File: src/rtl/demux_vc.sv
// demux_vc: receive-side two-VC demultiplexer. Registers the serialized word stream,
// routes each word by its select bit, and gives each VC a 2-entry skid buffer plus stats.
module demux_vc #(
    parameter int DATA_SIZE = 6,
    parameter int SEL_BIT   = 4,
    parameter int CNT_SIZE  = 8
) (
    input  logic                 clk,
    input  logic                 reset,
    input  logic                 valid_demux_d,
    input  logic [DATA_SIZE-1:0] data_demux_d,
    input  logic                 full_vc0,
    input  logic                 full_vc1,
    output logic                 push_vc0,
    output logic [DATA_SIZE-1:0] data_vc0,
    output logic                 push_vc1,
    output logic [DATA_SIZE-1:0] data_vc1,
    output logic                 pause_vc0,
    output logic                 pause_vc1,
    output logic [CNT_SIZE-1:0]  count_vc0,
    output logic [CNT_SIZE-1:0]  count_vc1,
    output logic [CNT_SIZE-1:0]  drop_count
);

    localparam int NUM_VC = 2;

    logic                 in_valid_q;
    logic [DATA_SIZE-1:0] in_data_q;
    logic                 vc;

    logic [NUM_VC-1:0]    full;
    logic [DATA_SIZE-1:0] buf_mem   [NUM_VC][2];
    logic [1:0]           buf_cnt   [NUM_VC];
    logic [NUM_VC-1:0]    push_q;
    logic [DATA_SIZE-1:0] data_q    [NUM_VC];
    logic [CNT_SIZE-1:0]  count_q   [NUM_VC];
    logic [CNT_SIZE-1:0]  drop_q;

    logic [NUM_VC-1:0]    in_hit;
    logic [NUM_VC-1:0]    do_push;
    logic [NUM_VC-1:0]    pop;
    logic [NUM_VC-1:0]    bypass;
    logic [NUM_VC-1:0]    store;
    logic [NUM_VC-1:0]    drop;
    logic [DATA_SIZE-1:0] cand      [NUM_VC];
    logic [1:0]           cnt_after_pop [NUM_VC];

    assign full = {full_vc1, full_vc0};
    assign vc   = in_data_q[SEL_BIT];

    always_ff @(posedge clk or posedge reset) begin
        if (reset) begin
            in_valid_q <= 1'b0;
            in_data_q  <= '0;
        end else begin
            in_valid_q <= valid_demux_d;
            in_data_q  <= data_demux_d;
        end
    end

    // The buffer head always has priority over the registered word so per-VC order holds;
    // a word that cannot bypass goes to the tail if the head pop left room, else it is lost.
    always_comb begin
        for (int n = 0; n < NUM_VC; n++) begin
            in_hit[n]        = in_valid_q && (vc == 1'(n));
            cand[n]          = (buf_cnt[n] != 2'd0) ? buf_mem[n][0] : in_data_q;
            do_push[n]       = ((buf_cnt[n] != 2'd0) || in_hit[n]) && !full[n];
            pop[n]           = do_push[n] && (buf_cnt[n] != 2'd0);
            cnt_after_pop[n] = buf_cnt[n] - {1'b0, pop[n]};
            bypass[n]        = do_push[n] && (buf_cnt[n] == 2'd0);
            store[n]         = in_hit[n] && !bypass[n] && (cnt_after_pop[n] != 2'd2);
            drop[n]          = in_hit[n] && !bypass[n] && (cnt_after_pop[n] == 2'd2);
        end
    end

    always_ff @(posedge clk or posedge reset) begin
        if (reset) begin
            for (int n = 0; n < NUM_VC; n++) begin
                buf_mem[n][0] <= '0;
                buf_mem[n][1] <= '0;
                buf_cnt[n]    <= 2'd0;
                push_q[n]     <= 1'b0;
                data_q[n]     <= '0;
                count_q[n]    <= '0;
            end
        end else begin
            for (int n = 0; n < NUM_VC; n++) begin
                push_q[n] <= do_push[n];
                if (do_push[n]) begin
                    data_q[n]  <= cand[n];
                    count_q[n] <= count_q[n] + CNT_SIZE'(1);
                end
                if (pop[n]) begin
                    buf_mem[n][0] <= buf_mem[n][1];
                end
                // Tail write is placed after the shift so a store into slot 0 wins on a pop.
                if (store[n]) begin
                    buf_mem[n][cnt_after_pop[n][0]] <= in_data_q;
                end
                buf_cnt[n] <= cnt_after_pop[n] + {1'b0, store[n]};
            end
        end
    end

    always_ff @(posedge clk or posedge reset) begin
        if (reset) begin
            drop_q <= '0;
        end else if ((|drop) && (drop_q != {CNT_SIZE{1'b1}})) begin
            drop_q <= drop_q + CNT_SIZE'(1);
        end
    end

    assign push_vc0   = push_q[0];
    assign push_vc1   = push_q[1];
    assign data_vc0   = data_q[0];
    assign data_vc1   = data_q[1];
    assign count_vc0  = count_q[0];
    assign count_vc1  = count_q[1];
    assign drop_count = drop_q;
    assign pause_vc0  = (buf_cnt[0] != 2'd0) | full_vc0;
    assign pause_vc1  = (buf_cnt[1] != 2'd0) | full_vc1;

endmodule

File: config.mk
export PLATFORM = sky130hd
export DESIGN_NAME = demux_vc
export DESIGN_NICKNAME = d
export VERILOG_FILES = /design/src/rtl/demux_vc.sv
export SDC_FILE = /design/constraint.sdc
export NUM_CORES = 1
export LEC_CHECK = 0
export ABC_AREA = 1
export BUFFER_PORTS_ARGS = -buffer_cell sky130_fd_sc_hd__buf_2
export CORE_ASPECT_RATIO = 0.75
export CORE_MARGIN = 10
export CORE_UTILIZATION = 39
export DETAILED_ROUTE_END_ITERATION = 8
export GPL_ROUTABILITY_DRIVEN = 0
export SLEW_MARGIN = 20
export SYNTH_ARGS = -nofsm -noshare
export SYNTH_HDL_FRONTEND = slang
export SYNTH_SLANG_ARGS = --single-unit
File: constraint.sdc
create_clock -name clk -period 4.96 [get_ports clk]
set_input_delay 0.248 -clock clk [delete_from_list [all_inputs] [get_ports clk]]
set_output_delay 0.248 -clock clk [all_outputs]
set_load 0.02 [all_outputs]
---- Word level (Yosys, flattened, before mapping) ----
Index checks and enable logic that the tools add are counted.
cells by class
  add/subtract/negate cells ............... 7
  order comparisons ....................... 4
  eq/ne operators ......................... 5
  mux-type cells .......................... 12
  bitwise operators ....................... 5
  reduce and logical (&&, ||, !) cells .... 28
operators with widths
  operator                                                    count
  two-way mux 6 bit                                           6
  adder 8 x 1 -> 8 bit, second input constant                 3
  bitwise mux 12 bit                                          2
  two-way mux 12 bit                                          2
  logical AND 1 bit                                           17
  demux 6 bit (select 1 bit)                                  2
  != test 8 bit, second input constant                        1
  adder 2 x 1 -> 2 bit                                        2
  == test 2 bit, second input constant                        2
  greater-or-equal comparator 2 bit, second input constant    2
  zero test 1 bit                                             4
  zero test 2 bit                                             2
  less-than comparator 2 x 1 -> 1 bit, second input constant  2
  != test 2 bit, second input constant                        2
  inverter 1 -> 2 bit                                         2
  nonzero test 2 bit                                          2
  subtractor 2 x 1 -> 2 bit                                   2
  logical OR 1 bit                                            2
  OR 1 bit                                                    2
  OR reduction 2 bit                                          1
  inverter 1 bit                                              1
storage, ports and cells
  register bits after elaboration ......... 73
  input port bits ......................... 11
  output and inout port bits .............. 40

---- Longest topological paths before layout ----
  depth after elaboration ................. 13
  mapped depth ............................ 12
  gate-level depth less buffers ........... 12

---- Least setup slack after synthesis ----
No wires, ideal clock.
  path type ............................... register -> register
  from .................................... reg buf_cnt[1] (netlist bit)
  to ...................................... reg with a tool-made name
  library setup time ...................... 0.135 ns
  arrival time ............................ 1.872 ns
  path slack .............................. 2.952 ns
  stages on the path, launching flop included .. 12
  path buffers ............................ 1
  period minus slack after synthesis ...... 2.008 ns
  cells stage by stage .................... dfrtp_1 > inv_2 > nand2_1 > nand2_2 > inv_1 > ha_1 > nand2_1 > inv_1 > nor3_1 > ha_1 > clkbuf_1 > o21ai_0
RTL lines
  what                             line  text
  start, declared                  33    logic [1:0] buf_cnt [NUM_VC];
  start signal, assigned by index  100   buf_cnt[n] <= cnt_after_pop[n] + {1'b0, store[n]};

==> summary.txt <==
Detailed routing
  • Vias per Instance: 4.56
  • Total vias in the final route: 2740
  • Antenna Violating Nets Remaining: 0
  • Wire per inst: 13.0 um
  • Final WL: 7800 um
  • # DRC: 0
  • DR iter-0 viols: 168
  • First-pass DRT Iterations: 4

Clock tree
  • Clk Latency, worst-skew pair: 0.33 ns
  • Hold_buf cts: 0
  • TritonCTS clock tree: built
  • H-Tree Depth: 3
  • Clk root buf: clkbuf_16
  • CTS sink cnt: 73
  • Max Root-Sink Buffers: 2
  • Worst-path clk slew: 0.06 ns
  • Setup bufs post-CTS: 0
  • Cts bufs inserted: 9
  • PostCTS Resize Cnt: 0

Floorplanning
  • Initial Util: 39.9%
  • Die W: 131 um
  • Ports: 51
  • Core box area: 9050 um2
  • Die ar.: 13500 um2
  • Die H: 103 um
  • FP Rows: 30

Layout
  • Fill cells: 898
  • Nets: 486
  • Synth-to-layout area growth: 17.1%
  • Ant diodes: 0
  • Non-Filler Instances: 601
  • Layout cells sized above 1: 22.0%

Critical path
  • Setup crit start kind: flop
  • Critical Path RT: 5.16 ns
  • Critical path class: reg -> reg
  • Endpoint type of the worst setup path: flop
  • Worst-path fanout max: 13
  • Crit path DAT: 2.49 ns

Synth
  • Share of the synthesized area in the top cell type: 50.6%
  • Post-synth top flop: dfrtp_1
  • Synth top area cells: dfrtp_1, nand2_1, inv_1
  • FFs w/ async S/R, synth: 100%
  • Synth Instances: 415
  • YS warnings: 0
  • Count leader, synth: nand2_1
  • Synth unique cells: 30
  • Sequential share of the synthesized area: 50.6%
  • Post-synth EDFFs: 0
  • Yosys reg bits: 73
  • Syn_nets: 433
  • Mapped cell area: 3610 um2
  • Area leader, netlist: dfrtp_1
  • Synth cell count leaders: nand2_1, dfrtp_1, inv_1, nand3_1, o21ai_1
  • Mean post-synth cell area: 8.69 um2

STA
  • Period utilization: 46.3%
  • Final slew viol count: 0
  • TNS Setup: 0 ns
  • Worst-margin pin slew: 0.921 ns
  • Worst Skew: 0.00642 ns
  • Hold Violations, Final: 0
  • Max frequency: 436 MHz
  • Tmin final: 2.29 ns
  • Worst rel slew slack: 38.6%
  • Unrepaired setup endpoints after global routing: no
  • Setup violations, final: 0

Global route
  • Vias in the first global route: 2674
  • Grt ovf: 0
  • Met3 usage: 4.69%
  • Global Route Usage Sum: 12.3%
  • First-pass GRT wire length: 13100 um
  • Met2 Track Usage GR: 18.6%
  • Initial antenna violation count: 0
  • Met1 usage: 16.0%
  • Most Crowded Layer GR: met2
  • Pin count of the biggest net entering global routing: 74

Pwr
  • Lkg Pwr: 2.21 nW
  • Pwr Density: 604 nW/um2
  • Sw Share: 40.6%
  • Clock power frac: 23.6%
  • Sequential power share: 38.8%
  • Int Pwr: 0.00152 W
  • Worst vdd ir: 246 uV
  • Combinational group share of total power: 37.6%
  • Total chip power: 0.00255 W
  • Sw power: 0.00103 W

Place
  • Dpl hpwl: 5660 um
  • Placed instance count: 585
  • Port bufs: 50

Min path
  • Hold Path Class: in -> reg

Outcome
  • Outcome: complete, no violations

Flow run
  • Max-cap violations: 0
==> placed cells by master, fill, tap and decap left out, types with 3 or more instances in the layout <==
cell type / count
xor2_1: 6
nand3_1: 26
buf_2: 50
nand2_1: 141
nor2_1: 5
inv_1: 56
xnor2_1: 8
clkinv_2: 3
o21ai_2: 8
nand2_2: 6
o21ai_0: 15
o21ai_1: 16
nor2_4: 3
nand2_4: 5
ha_1: 7
nand4_1: 6
clkbuf_16: 9
inv_2: 6
dfrtp_1: 73
o211ai_1: 6
==> power by group through the flow <==
stage | logic (W) | clock network (W) | registers (W)
after floorplan | 0.000605 | 0 | 0.00110
after global placement | 0.000951 | 0 | 0.000993
after detailed placement | 0.000971 | 0 | 0.000997
after CTS | 0.000976 | 0.000623 | 0.000990
after global routing | 0.00109 | 0.000647 | 0.00102
final | 0.000960 | 0.000602 | 0.000990
==> cell type report <==
class,instances,area [um2],share of cell area [%]
sequential,73,1830,43.2
multi-input combinational,271,1470,34.7
timing repair buffer,51,258,6.10
clock buffer,11,253,5.98
inverter,62,233,5.51
tap,128,160,3.79
clock inverter,5,30.0,0.711
==> layer usage <==
layer	vias to the layer above	share of wire [%]
li1	1408	-
met3	10	4.6
met2	47	44
met5	-	0
met4	0	1.1
met1	1275	50
==> cells by family after synthesis <==
logic type                 Yosys count  synth area share (%)
adders and majority gates            7                  2.43
and+or+nand+nor                    199                  25.5
xor gates and xnor gates            15                  3.85
AOI/OAI and AO/OA                   50                  8.81
DFF                                 73                  50.6
buffers and inverters               71                  8.74
==> path summary, 6_finish.rpt <==
check / startpoint / endpoint / slack [ns] / cells past startpoint
setup reg to reg: buf_cnt[1]$_DFF_PP0_ / flop / 2.67 / 10
hold / removal: data_demux_d[2] / in_data_q[2]$_DFF_PP0_ / 0.02 / 1
hold reg to reg: data_vc1[4]$_DFFE_PP0N_ / data_vc1[4]$_DFFE_PP0N_ / 0.48 / 2
setup / recovery: buf_cnt[1]$_DFF_PP0_ / flop / 2.67 / 10
min in group asynchronous: reset / count_vc1[5]$_DFFE_PP0N_ / 0.19 / 3
max in group asynchronous: reset / count_vc0[3]$_DFFE_PP0N_ / 4.17 / 3
==> stage by stage <==
step                utilization (%)  hold slack (ns)  setup slack, ns  area [um2]
detailed placement             43.6            0.357             2.66        3940
floorplan                         -            0.279             2.86        3610
global placement               43.6            0.358             2.78        3940
finish                         46.7           0.0215             2.67        4230
global route                   46.7          0.00434             2.39        4230
CTS                            46.7          0.00605             2.66        4230
==> worst max-delay path, stage by stage, from the launching register on <==
cell and delay, ns:
dfrtp_1 0.44, inv_2 0.09, nand2_1 0.06, nand2_2 0.19
inv_1 0.19, ha_1 0.36, nand2_1 0.09, inv_1 0.06
nor3_1 0.16, ha_1 0.38, o21ai_0 0.15
Note: power is estimated with default switching activity, not from simulation.
